==> src/rtl/guia05_pkg.sv <==
// Shared definitions for the Guia_05 truth-table sweeper: FSM encoding and limits.
package guia05_pkg;

   localparam int MAX_N_IN = 8;

   typedef enum logic [1:0] {
      S_IDLE   = 2'd0,
      S_DRIVE  = 2'd1,
      S_SAMPLE = 2'd2,
      S_DONE   = 2'd3
   } state_e;

endpackage

==> src/rtl/truth_table_sweeper_if.sv <==
// Stimulus/result bundle between the sweeper and the two implementations under test.
interface truth_table_sweeper_if #(
   parameter int N_IN = 2
);

   logic            start;
   logic            fa;
   logic            fb;
   logic [N_IN-1:0] vec;
   logic            busy;
   logic            done;
   logic            pass;
   logic [N_IN:0]   mismatch_count;
   logic [N_IN-1:0] first_bad;
   logic            bad_valid;

   // master drives start and returns fa/fb; slave is the sweeper itself
   modport master (
      output start, fa, fb,
      input  vec, busy, done, pass, mismatch_count, first_bad, bad_valid
   );

   modport slave (
      input  start, fa, fb,
      output vec, busy, done, pass, mismatch_count, first_bad, bad_valid
   );

endinterface

==> src/rtl/settle_timer.sv <==
// Counts cycles a vector has been held; expire flags the last settle cycle.
module settle_timer #(
   parameter int SETTLE = 1
) (
   input  logic clk,
   input  logic reset,
   input  logic clear,
   input  logic en,
   output logic expire
);

   localparam int CW = (SETTLE > 1) ? $clog2(SETTLE) : 1;

   logic [CW-1:0] count_q, count_d;

   always_comb begin
      count_d = count_q;
      if (clear)
         count_d = '0;
      else if (en)
         count_d = count_q + CW'(1);
   end

   always_ff @(posedge clk or posedge reset) begin
      if (reset)
         count_q <= '0;
      else
         count_q <= count_d;
   end

   assign expire = (count_q == CW'(SETTLE - 1));

endmodule

==> src/rtl/truth_table_sweeper.sv <==
// Walks all 2**N_IN input vectors, compares two implementations after a settle delay,
// and reports mismatch count, first failing vector and overall pass.
module truth_table_sweeper
   import guia05_pkg::*;
#(
   parameter int N_IN   = 2,
   parameter int SETTLE = 1
) (
   input  logic                  clk,
   input  logic                  reset,
   truth_table_sweeper_if.slave  bus
);

   state_e          state_q, state_d;
   logic [N_IN-1:0] vec_q, vec_d;
   logic [N_IN-1:0] first_bad_q, first_bad_d;
   logic [N_IN:0]   cnt_q, cnt_d;
   logic            bad_valid_q, bad_valid_d;
   logic            pass_q, pass_d;

   logic timer_clear, timer_en, expire;
   logic last_vec, mismatch;

   settle_timer #(.SETTLE(SETTLE)) u_settle (
      .clk    (clk),
      .reset  (reset),
      .clear  (timer_clear),
      .en     (timer_en),
      .expire (expire)
   );

   assign last_vec = &vec_q;
   assign mismatch = bus.fa ^ bus.fb;

   // NOTE: every signal gets a default before the case so no path can infer a latch.
   always_comb begin
      state_d     = state_q;
      vec_d       = vec_q;
      cnt_d       = cnt_q;
      first_bad_d = first_bad_q;
      bad_valid_d = bad_valid_q;
      pass_d      = pass_q;
      timer_clear = 1'b0;
      timer_en    = 1'b0;

      unique case (state_q)
         S_IDLE: begin
            if (bus.start) begin
               state_d     = S_DRIVE;
               vec_d       = '0;
               cnt_d       = '0;
               first_bad_d = '0;
               bad_valid_d = 1'b0;
               pass_d      = 1'b0;
               timer_clear = 1'b1;
            end
         end
         S_DRIVE: begin
            timer_en = 1'b1;
            if (expire) begin
               state_d     = S_SAMPLE;
               timer_clear = 1'b1;
            end
         end
         S_SAMPLE: begin
            if (mismatch) begin
               cnt_d = cnt_q + (N_IN+1)'(1);
               if (!bad_valid_q) begin
                  first_bad_d = vec_q;
                  bad_valid_d = 1'b1;
               end
            end
            // The all-ones vector ends the sweep in place rather than wrapping to zero.
            if (last_vec) begin
               state_d = S_DONE;
               pass_d  = (cnt_d == '0);
            end else begin
               state_d = S_DRIVE;
               vec_d   = vec_q + N_IN'(1);
            end
         end
         S_DONE: begin
            state_d = S_IDLE;
         end
         default: begin
            state_d = S_IDLE;
         end
      endcase
   end

   // NOTE: registers use non-blocking assignments so each one loads pre-edge values.
   always_ff @(posedge clk or posedge reset) begin
      if (reset) begin
         state_q     <= S_IDLE;
         vec_q       <= '0;
         cnt_q       <= '0;
         first_bad_q <= '0;
         bad_valid_q <= 1'b0;
         pass_q      <= 1'b0;
      end else begin
         state_q     <= state_d;
         vec_q       <= vec_d;
         cnt_q       <= cnt_d;
         first_bad_q <= first_bad_d;
         bad_valid_q <= bad_valid_d;
         pass_q      <= pass_d;
      end
   end

   assign bus.vec            = vec_q;
   assign bus.busy           = (state_q == S_DRIVE) || (state_q == S_SAMPLE);
   assign bus.done           = (state_q == S_DONE);
   assign bus.pass           = pass_q;
   assign bus.mismatch_count = cnt_q;
   assign bus.first_bad      = first_bad_q;
   assign bus.bad_valid      = bad_valid_q;

endmodule

==> src/flat_wrapper.sv <==
// flat-port wrapper written by rule: the top's interface ports become plain ports
module truth_table_sweeper_flat import guia05_pkg::*;
#(
   parameter int N_IN   = 2,
   parameter int SETTLE = 1
)
  (clk, reset, bus_start, bus_fa, bus_fb, bus_vec, bus_busy, bus_done, bus_pass, bus_mismatch_count, bus_first_bad, bus_bad_valid);
  truth_table_sweeper_if #(.N_IN(N_IN)) bus_i ();
  input  logic clk;
  input  logic reset;
  input wire logic [$bits(bus_i.start)-1:0] bus_start;
  input wire logic [$bits(bus_i.fa)-1:0] bus_fa;
  input wire logic [$bits(bus_i.fb)-1:0] bus_fb;
  output wire logic [$bits(bus_i.vec)-1:0] bus_vec;
  output wire logic [$bits(bus_i.busy)-1:0] bus_busy;
  output wire logic [$bits(bus_i.done)-1:0] bus_done;
  output wire logic [$bits(bus_i.pass)-1:0] bus_pass;
  output wire logic [$bits(bus_i.mismatch_count)-1:0] bus_mismatch_count;
  output wire logic [$bits(bus_i.first_bad)-1:0] bus_first_bad;
  output wire logic [$bits(bus_i.bad_valid)-1:0] bus_bad_valid;
  assign bus_i.start = bus_start;
  assign bus_i.fa = bus_fa;
  assign bus_i.fb = bus_fb;
  assign bus_vec = bus_i.vec;
  assign bus_busy = bus_i.busy;
  assign bus_done = bus_i.done;
  assign bus_pass = bus_i.pass;
  assign bus_mismatch_count = bus_i.mismatch_count;
  assign bus_first_bad = bus_i.first_bad;
  assign bus_bad_valid = bus_i.bad_valid;
  truth_table_sweeper #(.N_IN(N_IN), .SETTLE(SETTLE)) u_core (.clk(clk), .reset(reset), .bus(bus_i));
endmodule
==> config.mk <==
export PLATFORM = sky130hd
export DESIGN_NAME = truth_table_sweeper_flat
export DESIGN_NICKNAME = d
export VERILOG_FILES = /design/src/rtl/guia05_pkg.sv /design/src/rtl/truth_table_sweeper_if.sv /design/src/rtl/settle_timer.sv /design/src/rtl/truth_table_sweeper.sv /design/src/flat_wrapper.sv
export SDC_FILE = /design/constraint.sdc
export NUM_CORES = 1
export LEC_CHECK = 0
export BUFFER_PORTS_ARGS = -buffer_cell sky130_fd_sc_hd__buf_2
export CORE_MARGIN = 2
export CORE_UTILIZATION = 59
export CTS_BUF_LIST = sky130_fd_sc_hd__clkbuf_2
export DETAILED_ROUTE_END_ITERATION = 7
export HOLD_SLACK_MARGIN = 0.06
export PLACE_DENSITY = 0.88
export SLEW_MARGIN = 10
export SYNTH_ARGS = -nofsm -noshare
export SYNTH_HDL_FRONTEND = slang
export SYNTH_HIERARCHICAL = 1
export SYNTH_SLANG_ARGS = --single-unit
==> constraint.sdc <==
create_clock -name clk -period 3 [get_ports clk]
set_input_delay 0.15 -clock clk [delete_from_list [all_inputs] [get_ports clk]]
set_output_delay 0.15 -clock clk [all_outputs]
set_load 0.005 [all_outputs]
==> flow_summary_export.csv <==
group,metric,value,unit
status,status,"finished clean",
sta,layout_min_cycle_time,1.964,ns
sta,finalHoldViolCount,0,
grt,grt_pass1_vias,602,
synth,syn_nets,93,
floorplanning,die_h,40.29,um
sta,final_max_slew_viol_count,0,
clocking,cts-root-buf,"clkbuf_2",
layout,fillers,108,
synth,ys_seq_elements,12,
synth,yosysWarnings,6,
power,p_leak,0.0004750,uW
route,drt_iter0_drc,23,
placement,place_ws,1.059,ns
placement,place_hpwl,1151,um
synth,syn_inst,80,
route,vias,643,
route,vias_per_cell,5.690,
grt,grt_antenna_before_repair,0,
floorplanning,design.die.area,0.001623,mm2
clocking,path_clk_slew,0.11,ns
floorplanning,ios,16,
sta,max_slew_margin,0.7126,
clocking,worst_skew_pair.late_latency,0.26,ns
floorplanning,die_x,40.29,um
job,cap_violations,0,
route,drc,0,
power,power_density,876.1,mW/mm2
clocking,post_cts.repair.setup_buffers,0,
critical_path,worstPathRequired,3.15,ns
route,routed_wl,1538,um
critical_path,critical_path.top_delay_family,"multiplexers",
route,wire_per_inst,13.61,um
critical_path,timing.rr.start,"u_core/state_q[0]",
sta,rsz0062_at_grt,"false",
clocking,htree_num_levels,1,
sta,tns,0,ns
layout,stdcell_area,890.9,um2
synth,ys.flop_type,"dfrtp_1",
critical_path,worstSetupStartpointType,"flop",
critical_path,slowest_delay,0.43,ns
synth,synthArstFlopShare,1.000,
grt,grt_util_all_layers,0.2227,
critical_path,path_depth,6,
placement,place_area,865.8,um2
synth,yosysUniqueCellTypes,26,
layout,syn2layout_area_growth,14.65,%
critical_path,path_max_fanout,7,
layout,multiInputGateArea,445.4,um2
layout,final_nets,113,
sta,max_slew.worst_pin.slew,0.4306,ns
critical_path,crit_type,"reg2reg",
synth,syn_area,777.0,um2
critical_path,worstRegToRegCells,6,
clocking,cts_tree,"yes",
synth,synth_edf_count,0,
sta,fin_skew,0.003128,ns
layout,final_cell_mix,"buf_2 (15), dfrtp_1 (12), nand2_1 (8), ha_1 (8), inv_1 (7)",
critical_path,reg2reg_slack,1.04,ns
placement,io_buffer_count,15,
grt,grt_pass1_wl,2415,um
layout,final_layout_size_suffix_gt1_frac,0.2245,
synth,post-synth-top-area-cell,"dfrtp_1",
critical_path,critPathLaunch,"u_core/state_q[0]",
clocking,cts_buffer_depth,2,
min_path,hold_class,"in2reg",
placement,gp_congestion,0.7985,
layout,num_antenna_cells,0,
synth,yosysSeqAreaShare,0.3865,
floorplanning,core_region_area,0.001269,mm2
sta,setup_viol,0,
critical_path,cp_cell_sequence,"inv_1 > ha_1 > mux2i_2 > a21oi_1 > and3b_1 > a22o_1",
layout,fin_util,0.7022,
critical_path,end_kind,"flop",
synth,yosys-top-cells-area,"dfrtp_1 (39%), ha_1 (13%), a22o_1 (6.8%), a21oi_1 (3.9%), nand2_1 (3.9%)",
critical_path,endpoint,"u_core/bus.first_bad[1]",
sta,fin_ws,1.036,ns
synth,synth.avg_cell_area,9.712,um2
critical_path,worst-path-buf-inv,1,
layout,layout_commonest_cell,"buf_2",
sta,fmax,509.2,MHz
power,peakVddDrop,547.7,uV
clocking,cts.sinks,12,
critical_path,arrival,2.12,ns
clocking,cts_buffers,3,
synth,synth_top_area_frac,0.3865,
grt,grt-ovfl-total,0,
route,drtPass1Iterations,4,
grt,grt_max_degree,12,
layout,final-seq-area,300.3,um2
critical_path,timing.rr.end,"u_core/bus.first_bad[1]",
floorplanning,start_util,0.6124,
floorplanning,rows,13,
sta,finalCritPeriodShare,0.6546,
route,ant_nets,0,
critical_path,critPathSlowestCell,"mux2i_2",
logic make-up after synthesis:
group,synth area share
buffers and inverters,0.04026
adders and majority gates,0.1288
xor gates and xnor gates,0.05476
muxes,0.03703
and+or+nand+nor,0.1466
AOI/OAI and AO/OA,0.2061
DFF,0.3865
through the flow:
stage	std cells	total power, uW	hold WS [ns]
after floorplan	80	582.8	-0.1213
after global placement	109	682.6	-0.006413
after detailed placement	109	704.3	-0.003531
after CTS	113	783.7	0.2001
after global routing	113	858.7	0.2170
final	113	780.5	0.2099
what timing repair did:
action | in CTS | in global routing
hold buffers | 1 | 0
resized for setup | 0 | 0
hold endpoints to repair | 12 | 0
Yosys cell counts, types with 2 or more instances:
cell and n:
a21oi_1 6, a22o_1 6, a31oi_1 2, dfrtp_1 12, ha_1 8, inv_1 7, nand2_1 8, nand2b_1 2
nor2_1 3, nor3_1 2, o21ai_0 5, o31ai_1 3, xnor2_1 3
flip-flops by register name (all words and copies together), names as in the netlist:
register,flops
u_core/bus.vec,2
u_core/state_q,2
u_core/bus.mismatch_count,3
u_core/bus.pass,1
u_core/u_settle/count_q,1
u_core/bus.bad_valid,1
u_core/bus.first_bad,2
power by group:
part	switching [uW]	internal, uW	total [uW]
Sequential	65.1	218	283
Combinational	231	190	421
Clock	49.3	27.3	76.6
worst min path at each step:
stage | depth (start not counted) | end | slack, ns | start
2_1_floorplan | 1 | u_core/u_settle/count_q | -0.12 | reset
3_3_place_gp | 2 | u_core/u_settle/count_q | -0.006 | reset
3_5_place_dp | 2 | u_core/u_settle/count_q | -0.004 | reset
4_1_cts | 4 | u_core/u_settle/count_q | 0.20 | bus_start
5_1_grt | 4 | u_core/u_settle/count_q | 0.22 | bus_start
6_report | 4 | u_core/u_settle/count_q | 0.21 | bus_start
worst reg2reg max path, delay by kind of cell, from the launching register on:
| family | cells | cell delay, ns |
|---|---|---|
| flops | 1 | 0.42 |
| mux | 1 | 0.43 |
| fa+ha+maj | 1 | 0.33 |
| compound gates | 2 | 0.33 |
| buf+inv | 1 | 0.16 |
| simple gates | 1 | 0.20 |
final cells by class:
type / instances / share of cell area
multi-input combinational: 60 / 0.5000
sequential: 12 / 0.3371
timing repair buffer: 16 / 0.09551
inverter: 7 / 0.02949
tap: 15 / 0.02107
clock buffer: 3 / 0.01685
routing by layer:
| layer | routed length, um | vias up | global-route usage |
|---|---|---|---|
| met2 | 767 | 25 | 0.4153 |
| li1 | - | 320 | - |
| met3 | 87 | 4 | 0.03333 |
| met1 | 668 | 294 | 0.2552 |
| met4 | 14 | 0 | 0.07500 |
| met5 | 0 | - | 0 |
Power figures use the tool's default switching activity.
